$ cat config.mk
export PLATFORM = sky130hd
export DESIGN_NAME = exe_wb_stage
export DESIGN_NICKNAME = d
export VERILOG_FILES = /design/src/rtl/exe_wb_stage.sv
export SDC_FILE = /design/constraint.sdc
export NUM_CORES = 1
export LEC_CHECK = 0
export BUFFER_PORTS_ARGS = -buffer_cell sky130_fd_sc_hd__buf_2
export CELL_PAD_IN_SITES_DETAIL_PLACEMENT = 1
export CELL_PAD_IN_SITES_GLOBAL_PLACEMENT = 2
export CORE_ASPECT_RATIO = 1.1
export CORE_MARGIN = 2
export CORE_UTILIZATION = 26
export DETAILED_ROUTE_END_ITERATION = 12
export GPL_TIMING_DRIVEN = 1
export PLACE_DENSITY = 0.85
export RECOVER_POWER = 50
export SYNTH_ARGS = -nofsm -noshare
export SYNTH_HDL_FRONTEND = slang
export SYNTH_SLANG_ARGS = --single-unit
$ cat constraint.sdc
create_clock -name clk -period 5.25 [get_ports clk]
set_input_delay 0.525 -clock clk [delete_from_list [all_inputs] [get_ports clk]]
set_output_delay 0.525 -clock clk [all_outputs]
set_load 0.02 [all_outputs]
$ cat src/rtl/exe_wb_stage.sv
// EXE/WB pipeline register, RAW hazard resolution for ID and saturating perf counters.
// EXE_WB_FORWARD_EN selects operand forwarding; otherwise hazards raise a stall.
module exe_wb_hit_lane #(
  parameter int ASIZE = 5
) (
  input  logic             ex_commit,
  input  logic [ASIZE-1:0] ex_waddr,
  input  logic             wb_wen,
  input  logic [ASIZE-1:0] wb_waddr,
  input  logic [ASIZE-1:0] id_raddr,
  output logic             hit_e,
  output logic             hit_w
);
  // ex_commit and wb_wen already exclude r0, so r0 can never match
  assign hit_e = ex_commit & (id_raddr == ex_waddr);
  assign hit_w = wb_wen    & (id_raddr == wb_waddr);
endmodule

module exe_wb_stage #(
  parameter int DSIZE = 32,
  parameter int ASIZE = 5,
  parameter int CNT_W = 32
) (
  input  logic             clk,
  input  logic             rst,
  input  logic             ex_valid,
  input  logic             ex_wen,
  input  logic [ASIZE-1:0] ex_waddr,
  input  logic [DSIZE-1:0] ex_result,
  input  logic             id_valid,
  input  logic [ASIZE-1:0] id_raddr1,
  input  logic [ASIZE-1:0] id_raddr2,
  input  logic [DSIZE-1:0] id_rdata1,
  input  logic [DSIZE-1:0] id_rdata2,
  output logic             wb_wen,
  output logic [ASIZE-1:0] wb_waddr,
  output logic [DSIZE-1:0] wb_wdata,
  output logic [DSIZE-1:0] fwd_rdata1,
  output logic [DSIZE-1:0] fwd_rdata2,
  output logic             stall,
  output logic [CNT_W-1:0] retire_count,
  output logic [CNT_W-1:0] stall_count
);
  localparam int NUM_SRC = 2;

  logic                            ex_commit;
  logic [NUM_SRC-1:0][ASIZE-1:0]   id_raddr;
  logic [NUM_SRC-1:0][DSIZE-1:0]   id_rdata;
  logic [NUM_SRC-1:0][DSIZE-1:0]   fwd_rdata;
  logic [NUM_SRC-1:0]              hit_e;
  logic [NUM_SRC-1:0]              hit_w;

  assign ex_commit = ex_valid & ex_wen & (ex_waddr != '0);
  assign id_raddr  = {id_raddr2, id_raddr1};
  assign id_rdata  = {id_rdata2, id_rdata1};

  generate
    for (genvar s = 0; s < NUM_SRC; s++) begin : g_src
      exe_wb_hit_lane #(.ASIZE(ASIZE)) u_hit (
        .ex_commit (ex_commit),
        .ex_waddr  (ex_waddr),
        .wb_wen    (wb_wen),
        .wb_waddr  (wb_waddr),
        .id_raddr  (id_raddr[s]),
        .hit_e     (hit_e[s]),
        .hit_w     (hit_w[s])
      );
`ifdef EXE_WB_FORWARD_EN
      // EXE is the younger producer, so it beats WB
      assign fwd_rdata[s] = hit_e[s] ? ex_result :
                            hit_w[s] ? wb_wdata  : id_rdata[s];
`else
      assign fwd_rdata[s] = id_rdata[s];
`endif
    end
  endgenerate

  assign fwd_rdata1 = fwd_rdata[0];
  assign fwd_rdata2 = fwd_rdata[1];

`ifdef EXE_WB_FORWARD_EN
  assign stall = 1'b0;
`else
  assign stall = id_valid & (|hit_e | |hit_w);
`endif

  always_ff @(posedge clk) begin
    if (!rst) begin
      wb_wen   <= 1'b0;
      wb_waddr <= '0;
      wb_wdata <= '0;
    end else begin
      wb_wen   <= ex_commit;
      wb_waddr <= ex_waddr;
      wb_wdata <= ex_result;
    end
  end

  always_ff @(posedge clk) begin
    if (!rst) begin
      retire_count <= '0;
      stall_count  <= '0;
    end else begin
      if (ex_valid && (retire_count != '1)) retire_count <= retire_count + CNT_W'(1);
      if (stall && (stall_count != '1))     stall_count  <= stall_count + CNT_W'(1);
    end
  end
endmodule

==> impl_results.md <==
* Average wire per standard cell at 14.5 µm
* # port buffers at 154
* Post-DRT Antenna Nets at 0
* Fin crit period at 2.89 ns
* Antenna violations before repair at 0
* Initial drt markers at 133
* Max Cap Viol at 1
* Total power at 1.59 mW
* Yosys warning count at 0
* Area Overhead vs Synth at 16.1%
* Mapped Cells at 560
* First-pass GRT wire length at 20900 µm
* Post-DR vias/cell at 4.71
* Synth area leader: dfxtp_1
* Sequential area share after synthesis at 0.410
* Yosys top cell area share at 0.410
* Grt total ovfl at 0
* Worst-margin pin slew at 2.89 ns
* DRT Pass-1 Iters at 4
* Reg2reg setup slack at 2.80 ns
* Count leader, synth: dfxtp_1
* Post-Synth Simple-Gate Area at 0.289
* Outcome: finished, violations left
* LEAKAGE at 2.29 nW
* Synthesized Nets at 678
* GPL Wtd Cong at 0.750
* Synth Cell Area at 4970 µm²
* Asr flop ratio synth at 0
* Share of cells above drive strength 1 at 0.239
* Number of post-CTS setup repair buffers at 0
* Top Usage Layer GRT: met2
* Yosys cell types at 45
* Longest Clk Path Bufs at 2
* Starting Density at 0.262
* Post-synthesis adder-cell area fraction at 0.00503
* Required time worst endpoint at 5.51 ns
* R2r worst-path depth at 7
* Antenna diodes at 0
* Final Util at 0.305
* Largest net degree at the start of global routing at 74
* Failing checks: capacitance limit, slew limit
* Hold Path Class: input port to flop
* Chip width at 136 µm
* Largest family of logic cells by synthesized area: simple AND/OR/NAND/NOR gates
* # nets final at 762
* CTS buffer count at 9
* CP Capture Type: flop
* Met3 Usage GRT at 0.0442
* CTS resizes at 0
* CTS sink count at 102
* Drt drc at 0
* I/O Pins at 283
* Synth Area in Compound Gates at 0.0694
* Hold slack at 0.380 ns
* Unrepaired setup endpoints after global routing: no
* Core area at 19000 µm²
* CTS tree: yes
* Startpoint types: input port
* Post-synth EDFFs at 0
* DP HPWL at 9640 µm
* DR vias at 4219
* Max-slew violations at 74
* Hold_sp: ex_result[10]
* H-Tree Depth at 3
* Post-Synth XOR/XNOR Area at 0.0810
* GRT met1 Usage at 0.152
* Post-synth top flop: dfxtp_1
* Worst slew margin at -0.924
* Reg2reg start: wb_waddr[1]
* Pre-CTS WS at 2.33 ns
* Die area at 20300 µm²
* M2 GR Usage at 0.219
* PnR worst setup slack at 2.36 ns
* # setup viols final at 0
* Clock latency on the worst-skew pair at 0.35 ns
* Final period util at 0.550
* Worst R2R End: stall_count[21]
* Vias in the first global route at 4168
* Hold buffers post-CTS at 0
* WP data arrival at 3.15 ns
* Synth top area cells: dfxtp_1, buf_4, xor2_1, and2_1, nand2_1
* Synthesized area per cell at 8.88 µm²
* FF+latch count, synth at 102
* Cell Rows at 53
* Crit path max fanout at 73
* WHS Path Cells at 2
* Root Driver: clkbuf_16
* Die height at 149 µm
* Highest clock rate at 346 MHz
* Pwr Density at 275 nW/µm²
* Mux share of post-synthesis cell area at 0.0241
* Final WL at 13000 µm
* Hold Crit Endpoint: wb_wdata[10]
* Top post-synthesis cells by count: dfxtp_1, buf_4, nand2_1
* Clock slew at reported path FFs at 0.07 ns
* Final Hold Fails at 0
* Setup tns final at 0 ns
* WS Path Type: input port to flop
* Total track usage at 0.130
* Setup Skew at 0.00973 ns
* Maximum VDD drop at 0.138 mV
## worst max-delay path by stage
stage,start,to,slack [ns],depth (start not counted)
floorplan,ex_waddr[1],stall,3.00,5
global placement,ex_waddr[1],stall,2.37,6
detailed placement,ex_waddr[1],stall,2.33,6
CTS,ex_waddr[1],stall,2.32,6
global route,rst,stall_count[20],1.83,4
finish,rst,stall_count[20],2.36,4
## worst max-delay path: stages
cell and delay [ns]:
clkbuf_1 0.13, clkbuf_1 2.07, nand2_1 0.17, mux2i_1 0.24
## through the flow
step,area [µm²],instances
2_1_floorplan,4970,560
3_3_place_gp,5520,880
3_5_place_dp,5520,880
4_1_cts,5820,896
5_1_grt,5780,896
6_report,5780,896
## state kept, by name, summed over array words and instances (netlist names)
name          flops
wb_waddr          5
wb_wdata         32
wb_wen            1
retire_count     32
stall_count      32
## logic make-up (layout without fill, tap and decap cells)
group / Yosys count / count (layout)
AND/OR/NAND/NOR: 251 / 251
flip-flops: 102 / 102
buffers and inverters: 94 / 183
AO/OA/AOI/OAI: 53 / 53
XOR/XNOR: 46 / 46
multiplexers: 12 / 12
adder cells (fa/ha/maj): 2 / 2
## layer usage
metal  vias to the layer above  part of all wire
li1                       2037                 -
met1                      2034              0.43
met2                       119              0.48
met3                        29             0.072
met4                         0             0.020
met5                         -                 0
## where the power goes
group | internal [mW] | switching, mW
registers | 0.790 | 0.00740
logic | 0.0407 | 0.0678
clock network | 0.383 | 0.300
## area by class of cell
class | count | area [µm²]
fill | 2315 | 13200
multi-input combinational | 364 | 2330
sequential | 102 | 2040
timing repair buffer | 159 | 763
tap | 247 | 309
clock buffer | 11 | 243
clock inverter | 5 | 58.8
inverter | 8 | 30.0
## placed cells by master, fill, tap and decap left out, types with 2 or more instances in the layout
cell,instances
clkbuf_1,35
and2_1,20
nor3_1,12
o21ai_1,5
ha_1,2
nand2b_1,12
or3_1,12
o31a_1,6
or4_4,2
nand2_1,41
o211ai_1,3
o21a_1,8
and4_1,4
dfxtp_1,102
nand4_2,2
nor4_4,3
mux2i_1,12
buf_4,4
clkbuf_16,9
o21ai_0,8
inv_1,6
or4_1,6
nand3_2,2
and2_0,18
nor4_1,17
nand4_1,22
and3_1,8
nand3_1,25
xor2_1,38
nor2_1,38
nor4b_1,2
a22oi_1,2
o31ai_1,2
a21oi_1,15
buf_2,121
xnor2_1,8
clkinvlp_4,2
Power figures use the tool's default switching activity.
